===== src/rtl/cdb_receiver_pkg.sv =====
// Shared widths for the common data bus listener: ROB label/value sizes and
// the default buffering depth.
package cdb_receiver_pkg;

    localparam int CDB_ROB_ID_WIDTH    = 4;
    localparam int CDB_VAL_WIDTH       = 32;
    localparam int CDB_LAB_INVALID_BIT = CDB_ROB_ID_WIDTH;
    localparam int CDB_DEPTH           = 8;

endpackage


===== src/rtl/cdb_fifo_2w1r.sv =====
// Generic circular buffer with two in-order write ports and one FWFT read port.
// Writes are accepted port 0 first and only into space left after this cycle's read.
module cdb_fifo_2w1r #(
    parameter  int DEPTH = 8,
    parameter  int W     = 36,
    localparam int PTR_W = $clog2(DEPTH)
) (
    input  logic             clk,
    input  logic             rst_in,
    input  logic             i_en,
    input  logic             i_clr,
    input  logic             i_wr0_en,
    input  logic [W-1:0]     i_wr0_data,
    input  logic             i_wr1_en,
    input  logic [W-1:0]     i_wr1_data,
    input  logic             i_rd_en,
    output logic [W-1:0]     o_rd_data,
    output logic [PTR_W:0]   o_count,
    output logic             o_drop
);

    logic [W-1:0]     r_mem [DEPTH];
    logic [PTR_W-1:0] r_head;
    logic [PTR_W-1:0] r_tail;
    logic [PTR_W:0]   r_count;

    logic             w_pop;
    logic [PTR_W+1:0] w_free;
    logic [PTR_W+1:0] w_need1;
    logic             w_acc0;
    logic             w_acc1;
    logic [PTR_W:0]   w_n_acc;
    logic [PTR_W-1:0] w_tail1;

    // Space freed by this cycle's read is usable by this cycle's writes.
    assign w_pop   = i_rd_en && (r_count != '0);
    assign w_free  = (PTR_W+2)'(DEPTH) - {1'b0, r_count} + (PTR_W+2)'(w_pop);
    assign w_need1 = i_wr0_en ? (PTR_W+2)'(2) : (PTR_W+2)'(1);
    assign w_acc0  = i_wr0_en && (w_free >= (PTR_W+2)'(1));
    assign w_acc1  = i_wr1_en && (w_free >= w_need1);
    assign w_n_acc = (PTR_W+1)'(w_acc0) + (PTR_W+1)'(w_acc1);
    assign w_tail1 = r_tail + PTR_W'(w_acc0);
    assign o_drop  = (i_wr0_en && !w_acc0) || (i_wr1_en && !w_acc1);

    assign o_rd_data = r_mem[r_head];
    assign o_count   = r_count;

    // NOTE: storage is reset too, so the read port never shows X while empty.
    always_ff @(posedge clk) begin
        if (rst_in) begin
            r_head  <= '0;
            r_tail  <= '0;
            r_count <= '0;
            for (int i = 0; i < DEPTH; i++) begin
                r_mem[i] <= '0;
            end
        end else if (i_en) begin
            if (i_clr) begin
                r_head  <= '0;
                r_tail  <= '0;
                r_count <= '0;
            end else begin
                if (w_acc0) r_mem[r_tail]  <= i_wr0_data;
                if (w_acc1) r_mem[w_tail1] <= i_wr1_data;
                r_tail  <= r_tail + PTR_W'(w_n_acc);
                r_head  <= r_head + PTR_W'(w_pop);
                r_count <= r_count + w_n_acc - (PTR_W+1)'(w_pop);
            end
        end
    end

endmodule


===== src/rtl/cdb_receiver.sv =====
// Captures RS and LSB broadcasts into an ordered buffer and hands them one at a
// time to a single consumer; labels with the invalid bit set are ignored.
module cdb_receiver
    import cdb_receiver_pkg::*;
#(
    parameter  int ROB_ID_WIDTH = CDB_ROB_ID_WIDTH,
    parameter  int VAL_WIDTH    = CDB_VAL_WIDTH,
    parameter  int DEPTH        = CDB_DEPTH,
    localparam int PTR_W        = $clog2(DEPTH)
) (
    input  logic                    clk,
    input  logic                    rst_in,
    input  logic                    rdy_in,
    input  logic                    flush,
    input  logic                    rs_cdb_en,
    input  logic [ROB_ID_WIDTH:0]   rs_cdb2lab,
    input  logic [VAL_WIDTH-1:0]    rs_cdb2val,
    input  logic                    lsb_cdb_en,
    input  logic [ROB_ID_WIDTH:0]   lsb_cdb2lab,
    input  logic [VAL_WIDTH-1:0]    lsb_cdb2val,
    output logic                    out_valid,
    output logic [ROB_ID_WIDTH-1:0] out_lab,
    output logic [VAL_WIDTH-1:0]    out_val,
    input  logic                    out_ready,
    output logic [PTR_W:0]          count,
    output logic                    overflow
);

    localparam int LAB_INVALID_BIT = ROB_ID_WIDTH;
    localparam int ENT_W           = ROB_ID_WIDTH + VAL_WIDTH;

    logic             w_rs_push;
    logic             w_lsb_push;
    logic             w_pop;
    logic             w_drop;
    logic [ENT_W-1:0] w_head_data;
    logic [PTR_W:0]   w_count;
    logic             r_overflow;

    assign w_rs_push  = rs_cdb_en  && !rs_cdb2lab[LAB_INVALID_BIT];
    assign w_lsb_push = lsb_cdb_en && !lsb_cdb2lab[LAB_INVALID_BIT];
    assign w_pop      = out_valid && out_ready && rdy_in;

    cdb_fifo_2w1r #(
        .DEPTH (DEPTH),
        .W     (ENT_W)
    ) u_fifo (
        .clk        (clk),
        .rst_in     (rst_in),
        .i_en       (rdy_in),
        .i_clr      (flush),
        .i_wr0_en   (w_rs_push),
        .i_wr0_data ({rs_cdb2lab[ROB_ID_WIDTH-1:0], rs_cdb2val}),
        .i_wr1_en   (w_lsb_push),
        .i_wr1_data ({lsb_cdb2lab[ROB_ID_WIDTH-1:0], lsb_cdb2val}),
        .i_rd_en    (w_pop),
        .o_rd_data  (w_head_data),
        .o_count    (w_count),
        .o_drop     (w_drop)
    );

    // A flush discards this cycle's broadcasts, so they can not count as dropped.
    // NOTE: sequential state uses non-blocking assignments only.
    always_ff @(posedge clk) begin
        if (rst_in) begin
            r_overflow <= 1'b0;
        end else if (rdy_in && !flush && w_drop) begin
            r_overflow <= 1'b1;
        end
    end

    assign count     = w_count;
    assign out_valid = (w_count != '0);
    assign out_lab   = w_head_data[ENT_W-1 -: ROB_ID_WIDTH];
    assign out_val   = w_head_data[VAL_WIDTH-1:0];
    assign overflow  = r_overflow;

endmodule

===== config.mk =====
export PLATFORM = sky130hd
export DESIGN_NAME = cdb_receiver
export DESIGN_NICKNAME = d
export VERILOG_FILES = /design/src/rtl/cdb_receiver_pkg.sv /design/src/rtl/cdb_fifo_2w1r.sv /design/src/rtl/cdb_receiver.sv
export SDC_FILE = /design/constraint.sdc
export NUM_CORES = 1
export LEC_CHECK = 0
export BUFFER_PORTS_ARGS = -buffer_cell sky130_fd_sc_hd__buf_2
export CAP_MARGIN = 30
export CORE_UTILIZATION = 40
export CTS_CLUSTER_DIAMETER = 150
export DETAILED_ROUTE_END_ITERATION = 12
export GPL_ROUTABILITY_DRIVEN = 0
export HOLD_SLACK_MARGIN = 0.08
export PLACE_DENSITY = 0.66
export SLEW_MARGIN = 20
export SYNTH_ARGS = -nofsm -noshare
export SYNTH_HDL_FRONTEND = slang
export SYNTH_SLANG_ARGS = --single-unit

===== constraint.sdc =====
create_clock -name clk -period 7.5 [get_ports clk]
set_input_delay 0.75 -clock clk [delete_from_list [all_inputs] [get_ports clk]]
set_output_delay 0.75 -clock clk [all_outputs]
set_load 0.005 [all_outputs]

# Yosys cells after proc, flatten, opt, wreduce, memory -nomap -nowiden
# Memory sizes are Yosys's and may differ from the RTL's. A register that Yosys moved wholly into a read port is not among the register bits.
# Cells that the tools add are included.
word_totals:
  ff_bits: 11
  latch_bits: 0
  ramBits: 288
  romBits: 0
  output_inout_bits: 42
  elab_cells: 59
  memories: 1
mem_list:
  columns: ["memory", "depth", "word_bits", "rd", "rd_clocked_by_memory_dff", "write_ports", "line_no", "text"]
  rows:
  - ["u_fifo.r_mem", 8, 36, 1, 1, 8, "cdb_fifo_2w1r.sv:22", "logic [W-1:0] r_mem [DEPTH];"]
classes:
  add_sub_neg: 8
  multipliers: 0
  div_mod_pow: 0
  order_cmp: 2
  n_eq_ne: 0
  shifts: 0
  muxes: 24
  bitwise: 0
  n_reduce_logical: 20
ops:
  columns: ["cell", "count"]
  rows:
  - ["$mux W36", 2]
  - ["$reduce_or A36 Y1", 2]
  - ["$mux W3", 6]
  - ["$mux W1", 14]
  - ["$logic_and A1 B1 Y1", 11]
  - ["$add A3 B1 Y3", 2]
  - ["$add A5 B1 Y5", 1]
  - ["$ge A5 B1 Y1 const B", 1]
  - ["$ge A5 B5 Y1", 1]
  - ["$logic_not A1 Y1", 5]
  - ["$sub A4 B4 Y5 const A", 1]
  - ["$add A4 B4 Y4", 1]
  - ["$mux W4", 1]
  - ["$reduce_bool A4 Y1", 1]
  - ["$sub A4 B1 Y4", 1]
  - ["$add A3 B3 Y3", 1]
  - ["$add A1 B1 Y2", 1]
  - ["$mux W2", 1]
  - ["$logic_or A1 B1 Y1", 1]

# Logic depth before layout (Yosys ltp)
logic_depth:
  word_depth: 14
  depth_mapped: 24
  ltp_nobuf: 22

# Hierarchy
# A second synthesis with hierarchy kept.
unflattened:
  hier_cells: 1406
  area_unflattened_um2: 17610.6
modules_own_cells:
  columns: ["mod", "n_inst", "cells_each", "area_each_um2"]
  rows:
  - ["cdb_fifo_2w1r", 1, 1398, 17544.3]
  - ["cdb_receiver", 1, 8, 66.3]

# Worst setup path before layout
# Ideal clock, no wire load.
synth_path:
  path_kind: "input-to-reg"
  startpoint: "in rdy_in"
  endpoint: "mem u_fifo.r_mem[6][0], enable pin"
  setup_time_ns: 0.394
  t_arrival_ns: 5.446
  slack_ns: 1.661
  path_stages: 20
  n_path_buf: 6
  cell_sequence: "buf_2 -> nand3_1 -> ha_1 -> inv_1 -> ha_1 -> o21ai_0 -> mux2i_1 -> a21bo_1 -> buf_2 -> buf_2 -> buf_2 -> a21oi_1 -> ha_1 -> ha_1 -> inv_1 -> or4_1 -> a21o_1 -> buf_2 -> buf_6 -> nand2_1"
synth_lines:
  columns: ["item", "line_no", "text"]
  rows:
  - ["from (decl)", "cdb_receiver.sv:13", "input logic rdy_in,"]
  - ["to (decl)", "cdb_fifo_2w1r.sv:22", null]

==> results.py <==
metrics = {
    "run_status": {
        "outcome": "completed",
    },
    "pwr": {
        "seqPwrFrac": 0.506,
        "p_sw_frac": 0.251,
        "leakagePower_uw": 0.00771,
        "power_density_nw_per_um2": 192,
        "power.switching_uw": 954,
        "clock_power_share": 0.395,
        "p_comb_frac": 0.099,
        "intPower_uw": 2850,
        "irDropWorstVdd_uv": 162,
    },
    "worst_setup_path": {
        "slowest_stage": "or4_1",
        "critPathTopFamily": "buffers and inverters",
        "r2r-end": "u_fifo.r_mem[6][1]",
        "cp.arrival_ps": 6070,
        "reg2reg_slack_ps": 1640,
        "cpMostUsedCell": "ha_1",
        "path_class": "reg -> reg",
        "worst-path-max-fanout": 37,
        "setup.worst_path.start": "u_fifo.o_count[3]",
        "endpoint_kind": "flip-flop",
        "worstReg2RegStart": "u_fifo.o_count[3]",
        "path_buf_inv": 6,
        "startpoint_type": "flip-flop",
        "crit_required_ps": 7710,
        "worstPathCellList": "inv_1 > ha_1 > nand3_1 > nand3_1 > ha_1 > inv_1 > ha_1 > o21ai_0 > mux2i_1 > buf_4 > a21bo_4 > a21oi_1 > ha_1 > ha_1 > inv_1 > or4_1 > a21o_2 > buf_4 > nand2_2 > buf_4",
        "r2r_cells": 20,
        "max_stage_delay_ps": 560,
    },
    "grt": {
        "grt_max_degree": 68,
        "overflow": 0,
        "antenna_found_initial": 7,
        "grt_use_total": 0.237,
        "grt_pass1_vias": 12576,
        "grt_pass1_wl_um": 78800,
    },
    "finish": {
        "post_route_cells_drive_above_1_share": 0.295,
        "multi_input_area_sq_um": 8030,
        "ff_latch_area_sq_um": 8940,
        "fin_util": 0.459,
        "fin_nets": 1588,
        "fillers": 3912,
        "syn_to_final_growth_pct": 12.7,
    },
    "drt": {
        "drt_iter0_markers": 1367,
        "drt-total-wl_um": 53100,
        "viasPerCell": 5.92,
        "wl_per_cell_um": 25.3,
        "drc": 0,
        "via_count": 12432,
        "postRouteAntennaNets": 0,
        "drt_first_pass_iters": 5,
    },
    "timing": {
        "rsz0062_at_grt": "no",
        "timing.final.crit_share": 0.781,
        "tightest_slew_ps": 1050,
        "finalSetupViolCount": 0,
        "clock_skew_ps": 13.9,
        "final-hold-violation-count": 0,
        "max_slew_margin": 0.297,
        "tns_ps": 0,
        "final.min_clock_period_ps": 5860,
        "drv_slew": 0,
        "worst_hold_slack_ps": 504,
        "fin_ws_ps": 1640,
        "fmax_ghz": 0.171,
    },
    "hold_path": {
        "min_from": "overflow",
        "min_to": "overflow",
        "holdPathStages": 2,
        "hp-class": "reg -> reg",
    },
    "die": {
        "die_height_um": 212,
        "rows": 76,
        "dieArea_sq_um": 44800,
        "die_w_um": 212,
        "core_area_sq_um": 43200,
        "io_pins": 123,
        "start_util": 0.407,
    },
    "synth": {
        "yosysSeqAreaShare": 0.508,
        "synth_top_area_share": 0.492,
        "async_flop_share": 0,
        "yosysTopAreaCell": "edfxtp_1",
        "synth-main-ff-cell": "edfxtp_1",
        "ys_ff_latch": 302,
        "yosys-top-cells-area": "edfxtp_1 (49%), mux2i_1 (9.7%), mux4_2 (9.2%)",
        "yosysWarnings": 0,
        "synth.avg_cell_area_sq_um": 12.3,
        "syn_area_sq_um": 17600,
        "synthCells": 1424,
        "syn_nets": 1524,
        "synth_edf_count": 288,
        "yosysUniqueCellTypes": 54,
    },
    "cts": {
        "cts_root_buf": "clkbuf_16",
        "cts_sinks": 302,
        "cts_setup_buffers": 0,
        "cts_buffer_depth": 3,
        "h-tree-depth": 1,
        "clk_pin_slew_worst_paths_ps": 60,
        "cts_tree": "built",
        "cts_resized": 0,
        "clkLatencyLatePin_ps": 580,
        "cts_buffers": 31,
        "cts_hold_buf": 0,
    },
    "place": {
        "port_buffers": 122,
        "post-place-ws_ps": 1650,
        "hpwlAfterDp_um": 30700,
    },
    "run": {
        "maxCapViolations": 0,
    },
}
==> power groups by stage <==
stage	Sequential [uW]	Combinational (uW)	Clock, uW
after floorplan	1950	214	0
after CTS	1920	372	1510
final	1920	378	1500
after global routing	1930	403	1570
after global placement	1960	360	0
after detailed placement	1960	371	0
==> stage by stage <==
stage | total power (uW) | std cells | area (sq um)
after floorplan | 2160 | 1424 | 17600
after global placement | 2320 | 2034 | 18700
after detailed placement | 2330 | 2037 | 18800
after CTS | 3810 | 2095 | 19700
after global routing | 3910 | 2100 | 19800
final | 3810 | 2101 | 19800
==> cell usage after synthesis, drive strengths merged, types with 2 or more instances <==
cell,instances
and4,2
o21ai,2
nor3,4
edfxtp,288
ha,17
nand4,3
a2111o,2
nand2b,5
nor2,19
mux2,144
nand2,241
a211oi,7
dfxtp,14
nor2b,28
mux4,72
xor2,2
nor4,2
nand3,54
inv,52
fa,2
a22oi,2
a32o,11
or4,4
a41o,2
mux2i,171
xnor2,2
clkbuf,72
or3,6
a2111oi,3
a21oi,122
a21o,3
buf,56
==> state kept, by name, indices dropped and copies added (netlist names), named ones only <==
name and count:
u_fifo.r_tail 3, u_fifo.r_head 3, u_fifo.r_mem 288, overflow 1, u_fifo.o_count 4
==> per-layer routing <==
layer  global-route usage  wire length [um]
met2                0.394             25600
met3               0.0378              4540
met5                    0                40
met1                0.307             21000
met4                0.101              2010
==> cell type report <==
| cell class | count | share of cell area |
|---|---|---|
| diodes | 3 | 0.000379 |
| clock buffers | 42 | 0.0417 |
| flip-flops and latches | 302 | 0.451 |
| well taps | 585 | 0.0369 |
| clock inverters | 16 | 0.00631 |
| inverters | 53 | 0.0100 |
| multi-input cells | 941 | 0.405 |
| repair buffers | 159 | 0.0484 |
==> worst min-delay path: stages, from the launching register on <==
cell	delay (ps)
dfxtp_1	350
nand2b_1	60
o311ai_0	70
==> worst max path at each step <==
stage / to / slack (ps) / cells after the start
3_5_place_dp: u_fifo.r_mem[6][1] / 1650 / 18
3_3_place_gp: u_fifo.r_mem[6][1] / 1750 / 18
4_1_cts: u_fifo.r_mem[6][1] / 1740 / 20
6_report: u_fifo.r_mem[6][1] / 1640 / 20
5_1_grt: u_fifo.r_mem[6][1] / 1230 / 20
2_1_floorplan: u_fifo.r_mem[6][0] / 1660 / 20
==> layout by cell type (no fill, tap or decap), types with 17 or more instances in the layout <==
cell type	count
edfxtp_1	288
nand2_1	238
mux2i_1	171
mux2_2	137
buf_2	122
a21oi_1	119
mux4_2	72
nand3_1	54
inv_1	52
buf_4	32
clkbuf_16	31
nor2b_1	27
nor2_1	19
ha_1	17
==> logic make-up (layout without fill, tap and decap cells) <==
family,Yosys count,after routing,synth area share
simple gates,371,371,0.0931
xor+xnor,4,4,0.00199
compound gates,160,160,0.0555
other cells,0,3,0
fa+ha+maj,19,19,0.0144
buf+inv,181,270,0.0455
flops,302,302,0.508
mux,387,387,0.282
(Power assumes the default switching activity.)
